`src/rtl/time_set_ctrl.sv`:
```
// rtl/time_set_ctrl.sv - front-panel mode/edit controller for the mm:ss clock
//
// Sequences RUN -> SET_MIN -> SET_SEC -> RUN from the mode button and edits a
// private copy of the time with the inc button. The counter is frozen while
// editing and reloaded on exit from SET_SEC. Inactivity in a SET state returns
// to RUN and discards the edit. All outputs are registered.
//
// Ports:
//   clk, rst_n              clock, asynchronous active-low reset
//   btn_mode, btn_inc       debounced button levels, active-high
//   blink_tick              one-cycle pulse at the blink rate
//   cur_mX..cur_sU          running time from the counter, BCD
//   disp_mX..disp_sU        BCD digits to the display multiplexer
//   digit_en                per-digit enable, bit3 = mX .. bit0 = sU
//   run_en                  counter count-enable
//   load, load_mX..load_sU  one-cycle reload strobe and reload value

module time_set_ctrl #(
   parameter int unsigned TIMEOUT_TICKS = 20
) (
   input  logic       clk,
   input  logic       rst_n,
   input  logic       btn_mode,
   input  logic       btn_inc,
   input  logic       blink_tick,
   input  logic [3:0] cur_mX,
   input  logic [3:0] cur_mU,
   input  logic [3:0] cur_sX,
   input  logic [3:0] cur_sU,
   output logic [3:0] disp_mX,
   output logic [3:0] disp_mU,
   output logic [3:0] disp_sX,
   output logic [3:0] disp_sU,
   output logic [3:0] digit_en,
   output logic       run_en,
   output logic       load,
   output logic [3:0] load_mX,
   output logic [3:0] load_mU,
   output logic [3:0] load_sX,
   output logic [3:0] load_sU
);

   typedef enum logic [1:0] {
      ST_RUN     = 2'd0,
      ST_SET_MIN = 2'd1,
      ST_SET_SEC = 2'd2
   } state_e;

   localparam logic [7:0] TIMEOUT_LIM = 8'(TIMEOUT_TICKS);

   state_e      state_q, state_d;
   logic        btn_mode_q, btn_inc_q;
   logic [7:0]  ed_m_q, ed_m_d;        // edit minutes {tens, units}
   logic [7:0]  ed_s_q, ed_s_d;        // edit seconds {tens, units}
   logic        blink_q, blink_d;
   logic [7:0]  idle_q, idle_d;
   logic        run_en_q, run_en_d;
   logic        load_q, load_d;
   logic [15:0] load_val_q, load_val_d;
   logic [15:0] disp_q, disp_d;
   logic [3:0]  digit_en_q, digit_en_d;

   logic        mode_press, inc_press;
   logic [7:0]  cur_m, cur_s;

   assign mode_press = btn_mode & ~btn_mode_q;
   assign inc_press  = btn_inc & ~btn_inc_q;
   assign cur_m      = {cur_mX, cur_mU};
   assign cur_s      = {cur_sX, cur_sU};

   // BCD +1 with 59 -> 00 wrap.
   function automatic logic [7:0] bcd_inc59(input logic [7:0] v);
      logic [7:0] r;
      if (v[3:0] >= 4'd9) begin
         r[3:0] = 4'd0;
         r[7:4] = (v[7:4] >= 4'd5) ? 4'd0 : v[7:4] + 4'd1;
      end else begin
         r[7:4] = v[7:4];
         r[3:0] = v[3:0] + 4'd1;
      end
      return r;
   endfunction

   // A field that is not a legal 00..59 BCD value starts editing from 00.
   function automatic logic [7:0] bcd_clean(input logic [7:0] v);
      return (v[7:4] > 4'd5 || v[3:0] > 4'd9) ? 8'h00 : v;
   endfunction

   always_ff @(posedge clk or negedge rst_n) begin
      if (!rst_n) begin
         state_q    <= ST_RUN;
         btn_mode_q <= 1'b0;
         btn_inc_q  <= 1'b0;
         ed_m_q     <= 8'h00;
         ed_s_q     <= 8'h00;
         blink_q    <= 1'b1;
         idle_q     <= 8'd0;
         run_en_q   <= 1'b1;
         load_q     <= 1'b0;
         load_val_q <= 16'h0000;
         disp_q     <= 16'h0000;
         digit_en_q <= 4'b1111;
      end else begin
         state_q    <= state_d;
         btn_mode_q <= btn_mode;
         btn_inc_q  <= btn_inc;
         ed_m_q     <= ed_m_d;
         ed_s_q     <= ed_s_d;
         blink_q    <= blink_d;
         idle_q     <= idle_d;
         run_en_q   <= run_en_d;
         load_q     <= load_d;
         load_val_q <= load_val_d;
         disp_q     <= disp_d;
         digit_en_q <= digit_en_d;
      end
   end

   always_comb begin
      state_d    = state_q;
      ed_m_d     = ed_m_q;
      ed_s_d     = ed_s_q;
      blink_d    = blink_q;
      idle_d     = idle_q;
      load_d     = 1'b0;
      load_val_d = load_val_q;

      case (state_q)
         ST_RUN: begin
            blink_d = 1'b1;
            idle_d  = 8'd0;
            if (mode_press) begin
               state_d = ST_SET_MIN;
               ed_m_d  = bcd_clean(cur_m);
               ed_s_d  = bcd_clean(cur_s);
            end
         end
         ST_SET_MIN, ST_SET_SEC: begin
            if (blink_tick) begin
               blink_d = ~blink_q;
               idle_d  = idle_q + 8'd1;
            end
            // Priority: mode press, then inc press, then timeout. A press on
            // the terminal tick clears the idle count instead of timing out.
            if (mode_press) begin
               blink_d = 1'b1;
               idle_d  = 8'd0;
               if (state_q == ST_SET_MIN) begin
                  state_d = ST_SET_SEC;
               end else begin
                  state_d    = ST_RUN;
                  load_d     = 1'b1;
                  load_val_d = {ed_m_q, ed_s_q};
               end
            end else if (inc_press) begin
               blink_d = 1'b1;
               idle_d  = 8'd0;
               if (state_q == ST_SET_MIN) ed_m_d = bcd_inc59(ed_m_q);
               else                       ed_s_d = bcd_inc59(ed_s_q);
            end else if (blink_tick && (idle_q + 8'd1 == TIMEOUT_LIM)) begin
               state_d = ST_RUN;
               blink_d = 1'b1;
               idle_d  = 8'd0;
            end
         end
         default: state_d = ST_RUN;
      endcase

      // Registered outputs follow the next state so they line up with it.
      run_en_d = (state_d == ST_RUN);
      disp_d   = (state_d == ST_RUN) ? {cur_m, cur_s} : {ed_m_d, ed_s_d};
      case (state_d)
         ST_SET_MIN: digit_en_d = {blink_d, blink_d, 2'b11};
         ST_SET_SEC: digit_en_d = {2'b11, blink_d, blink_d};
         default:    digit_en_d = 4'b1111;
      endcase
   end

   assign {disp_mX, disp_mU, disp_sX, disp_sU} = disp_q;
   assign {load_mX, load_mU, load_sX, load_sU} = load_val_q;
   assign digit_en = digit_en_q;
   assign run_en   = run_en_q;
   assign load     = load_q;

endmodule

```
`config.mk`:
```
export PLATFORM = sky130hd
export DESIGN_NAME = time_set_ctrl
export DESIGN_NICKNAME = d
export VERILOG_FILES = /design/src/rtl/time_set_ctrl.sv
export SDC_FILE = /design/constraint.sdc
export NUM_CORES = 1
export LEC_CHECK = 0
export CORE_MARGIN = 5
export CORE_UTILIZATION = 50
export DETAILED_ROUTE_END_ITERATION = 10
export GPL_TIMING_DRIVEN = 1
export HOLD_SLACK_MARGIN = 0.06
export PLACE_DENSITY = 0.76
export SLEW_MARGIN = 20
export SYNTH_ARGS = -nofsm -noshare
export SYNTH_HDL_FRONTEND = slang
export SYNTH_SLANG_ARGS = --single-unit
```
`constraint.sdc`:
```
create_clock -name clk -period 3.18 [get_ports clk]
set_input_delay 0.954 -clock clk [delete_from_list [all_inputs] [get_ports clk]]
set_output_delay 0.954 -clock clk [all_outputs]
set_load 0.01 [all_outputs]
```
### After elaboration in Yosys (flattened, before gate mapping)

Cells that the tools add are included.

| operators by class | value |
|---|---|
| order comparisons | 8 |
| mux-type cells | 37 |
| add/subtract/negate cells | 5 |
| equality and inequality tests | 6 |
| bitwise operators | 6 |
| reductions and logical operators | 9 |

Operator list:

| kind | number |
|---|---|
| 8-bit two-way mux | 16 |
| 8-bit one-hot mux with 2 select lines | 3 |
| 4-bit by 1-bit adder with 4-bit output (second input constant) | 4 |
| 16-bit two-way mux | 1 |
| 2-bit two-way mux | 5 |
| 8-bit by 1-bit adder with 8-bit output (second input constant) | 1 |
| 8-bit by 5-bit equality test with 1-bit output (second input constant) | 1 |
| 4-bit by 3-bit >= comparator with 1-bit output (second input constant) | 2 |
| 4-bit >= comparator (second input constant) | 2 |
| 4-bit by 3-bit greater-than comparator with 1-bit output (second input constant) | 2 |
| 4-bit greater-than comparator (second input constant) | 2 |
| 4-bit two-way mux | 2 |
| 4-bit one-hot mux with 2 select lines | 1 |
| 1-bit two-way mux | 7 |
| 5-bit inequality test (second input constant) | 1 |
| 2-bit by 1-bit equality test with 1-bit output (second input constant) | 2 |
| 2-bit equality test (second input constant) | 2 |
| 2-bit zero test | 2 |
| 1-bit NOT | 4 |
| 2-bit one-hot mux with 2 select lines | 1 |
| 3-bit AND reduction | 1 |
| 1-bit bitwise AND | 2 |
| 1-bit logical OR | 2 |
| 1-bit one-hot mux with 2 select lines | 1 |
| 4 further kinds | 4 |

| word-level totals | value |
|---|---|
| output and inout bits | 38 |
| flip-flop bits (word level) | 67 |
| logic and storage cells | 83 |

### Longest topological paths before layout

| logic depth | value |
|---|---|
| depth in word-level cells | 9 |
| mapped depth | 14 |
| depth with buffers taken out | 12 |

### Worst setup path before layout

No wires, ideal clock.

| timing | value |
|---|---|
| path kind | input-to-reg |
| start | in blink_tick |
| end | reg disp_q[10] |
| arrival time | 2.677 ns |
| path buffers | 1 |
| data required time | 3.044 ns |
| stages on the path | 11 |
| path slack | 0.367 ns |
| setup time | 0.136 ns |
| cells stage by stage | nand2_1 -> nor4_4 -> nand2_1 -> a31oi_1 -> or3_1 -> ha_1 -> inv_1 -> and2_0 -> clkbuf_1 -> o21ai_0 -> o211ai_1 |

| between the ends | value |
|---|---|
| longest elaborated chain between the ends | 7 |

Ends and longest elaborated chain:

| item | line | text |
|---|---|---|
| start: declaration | 25 | `input logic blink_tick,` |
| 1-bit logical AND | 160 | `end else if (blink_tick && (idle_q + 8'd1 == TIMEOUT_LIM)) begin` |
| 2-bit two-way mux | 160 |  |
| 2-bit two-way mux | 155 | `end else if (inc_press) begin` |
| 2-bit two-way mux | 145 | `if (mode_press) begin` |
| 2-bit one-hot mux with 2 select lines | 128 | `case (state_q)` |
| 2-bit zero test | -- |  |
| via run_en_d | 57 | `logic run_en_q, run_en_d;` |
| 16-bit two-way mux | 171 | `disp_d = (state_d == ST_RUN) ? {cur_m, cur_s} : {ed_m_d, ed_s_d};` |
| via disp_d[10] | 60 | `logic [15:0] disp_q, disp_d;` |
| end signal: assignment | 114 | `disp_q <= disp_d;` |
| end: declaration | 60 |  |

The timed path passes the listed nets, and every way through them passes these cells.
A chain may end at the register's enable or synchronous reset.

### Worst setup path in the final report

| timing | value |
|---|---|
| start | in btn_mode |
| end | reg disp_q[9] |

| between the ends | value |
|---|---|
| longest elaborated chain between the ends | 5 |
| elaborated cells on any way between the ends | 9 |
| those cells by class | mux: 7; bitwise: 1; reduce/logical: 1 |

Ends and longest elaborated chain:

| item | line | text |
|---|---|---|
| start: declaration | 23 | `input logic btn_mode,` |
| 1-bit bitwise AND (*) | 66 | `assign mode_press = btn_mode & ~btn_mode_q;` |
| 2-bit two-way mux, on equally long branches | 145, 132 |  |
| 2-bit one-hot mux with 2 select lines (*) | 128 |  |
| 2-bit zero test (*) | -- |  |
| via run_en_d | 57 |  |
| 16-bit two-way mux (*) | 171 |  |
| via disp_d[9] | 60 |  |

The timed path passes the listed nets; every way through them passes the cells marked *.

==> metrics.txt <==
status complete, no violations; GR Overflow Total 0; antenna diode count 0; clock sinks 65; WP data arrival 3.22 ns; Leak 1.99 nW; Post-Syn Area around 3500 sq um; Routed wire per std cell around 16 microns; MaxCap Viol Count 0; GRT Util Overall 0.208; Peak supply drop 0.490 mV; fmax around 0.34 GHz; Ys Warns 0; post-route clock period utilization 0.924; Internal 2.44 mW; WHS Path Cells 1; CTS clk-pin slew, worst paths around 0.07 ns; Setup Skew 0.0107 ns; area delta synth->final 27.4%; Reg2Reg Depth 11; vias in the first global route 2,996; reg2reg setup slack 0.56 ns; combinational power share 0.507; Post-Synthesis Net Count 390; Detail Placement HPWL 6170 microns; Iteration-0 DRC Markers 247; vias 3,009; Worst Hold Path EP load_val_q[15]; most common cell after layout, fill and taps aside dfrtp_1; Req. time, crit path 3.46 ns; DIE HEIGHT 94.1 microns; nets@finish between 400 and 500; layout cells sized above 1 0.175; crit path launch btn_mode; pin count of the biggest net entering global routing 66; TritonCTS buffer count 9; Mapped Cells between 300 and 400; WS Path Type primary input to flop; postcts setup bufs 0; Synth area leaders dfrtp_1, ha_1, mux2_2; Initial Util 0.517; CTS tree built; Max clock buf depth 2; worst hold start load_val_q[15]; Post-Layout Cell Count 524; critical path endpoint category flop; Placement Rows 30; commonest non-fill, non-tap cells in the layout dfrtp_1, clkdlybuf4s50_1, o21ai_0; first-pass GRT wire length 14,400 microns; Post-synth EDFFs 0; initial antenna violation count 0; post-synthesis cell type count 60; crit path launch type primary input; Max-slew headroom 0.624; H-tree levels 3; Die X around 94 microns; RePlAce Congestion roughly 0.87; reg-to-reg critical path startpoint idle_q[5]; # hold bufs at CTS 0; Slew Limit Fails 0; Vias/cell 5.74; post-synthesis async set-or-reset flop share 1.00; post-cts sizing count 0; setup violators final 0; Die Area 8850 sq um; overall routed net length around 8500 microns; NetSw between 1.5 and 2 mW; predominant post-synthesis flop cell dfrtp_1; P per Cell Area slightly below 900 nW/um^2; Hold Violations, Final 0; root buf cell clkbuf_8; # DRC 0; Sw Ratio 0.391; hold_ws 0.502 ns; minimum clock period 2.94 ns; unrepaired setup endpoints after global routing no; worst-skew pair later-pin latency 0.34 ns; first-pass iteration count of the detailed router 5; Yosys reg bits between 60 and 70; Detail Route Antenna Nets 0; clock share of power 0.163; Max Fanout on Critical Path 17; dpl cells 509; worst hold path type flop to flop; I/O pin count 59; core area a little under 7000 sq um; mean area per synthesized cell 10.1 sq um; setup_tns 0 ns; sequential fraction of the synthesis area 0.462; port bufs 58; largest area contributor in the netlist dfrtp_1; RR Endpoint disp_q[4]; top-area cell type share of the netlist area 0.432; Flop pwr share 0.331; Tightest Pin Transition 0.564 ns
## final cells by class
type                    instances  area [sq um]
repair buffers                 82           768
multi-input cells             249          1740
fillers                       569          2330
inverters                      17          63.8
clock inverters                 4          45.0
flip-flops and latches         65          1630
well taps                      96           120
clock buffers                  11           131
## per-stage QoR
stage	total power, mW	worst slack (ns)	utilization	area (sq um)
floorplan	2.47	0.367	-	3530
global placement	3.28	0.0450	0.633	4320
detailed placement	3.35	-0.0478	0.633	4320
CTS	4.02	0.309	0.659	4500
global route	4.30	0.109	0.659	4500
finish	4.00	0.243	0.659	4500
## sequential cells by signal, summed over array words and instances, names as in the netlist
register    flops
ed_s_q          8
ed_m_q          8
disp_q         16
blink_q         1
state_q         2
digit_en        2
load            1
load_val_q     16
idle_q          8
btn_inc_q       1
run_en          1
btn_mode_q      1
## kinds of logic after synthesis
group                    Yosys count  share of synthesized area
multiplexers                      20                     0.0630
AO/OA/AOI/OAI                     98                      0.182
XOR/XNOR                           4                    0.00992
adder cells (fa/ha/maj)           19                     0.0673
buffers and inverters             36                     0.0457
AND/OR/NAND/NOR                  108                      0.170
flip-flops                        65                      0.462
## worst max-delay path by stage
stage / end / slack (ns) / depth (start not counted)
6_report: disp_q[9] / 0.24 / 8
5_1_grt: disp_q[5] / 0.11 / 12
4_1_cts: disp_q[13] / 0.31 / 8
3_5_place_dp: disp_q[4] / -0.05 / 11
3_3_place_gp: disp_q[5] / 0.05 / 12
2_1_floorplan: disp_q[10] / 0.37 / 11
## synth_stat cells, drive strengths merged (3+ instances only)
library cell / number
nand3: 13
o211ai: 6
nor3: 4
a32oi: 3
dfstp: 4
and3: 5
a21oi: 13
inv: 17
a21o: 5
nand2: 30
a31oi: 5
nor4: 9
mux2: 18
a22oi: 10
buf: 8
nand2b: 7
ha: 19
nand4: 4
nor2b: 5
dfrtp: 61
nor2: 15
xor2: 3
o21ai: 35
clkbuf: 11
a22o: 5
## per-layer routing
metal | wire (microns) | GRT usage | up-vias
li1 | - | - | 1423
met4 | 141 | 0.0782 | 0
met2 | 4150 | 0.342 | 114
met5 | 0 | 0 | -
met3 | 473 | 0.0369 | 15
met1 | 3710 | 0.274 | 1457
## critical path, cell delays in order
cell and delay, ns:
clkdlybuf4s50_1 0.49, nor2b_1 0.33, nor2_1 0.09, or3_1 0.35, ha_1 0.24, buf_4 0.20
o311ai_0 0.38, buf_4 0.17
## power by group through the flow
| stage | Sequential (mW) | Clock (mW) | Combinational, mW |
|---|---|---|---|
| 2_1_floorplan | 1.37 | 0 | 1.10 |
| 3_3_place_gp | 1.33 | 0 | 1.95 |
| 3_5_place_dp | 1.34 | 0 | 2.01 |
| 4_1_cts | 1.32 | 0.672 | 2.03 |
| 5_1_grt | 1.36 | 0.710 | 2.22 |
| 6_report | 1.32 | 0.650 | 2.02 |
Note: power is estimated with default switching activity, not from simulation.
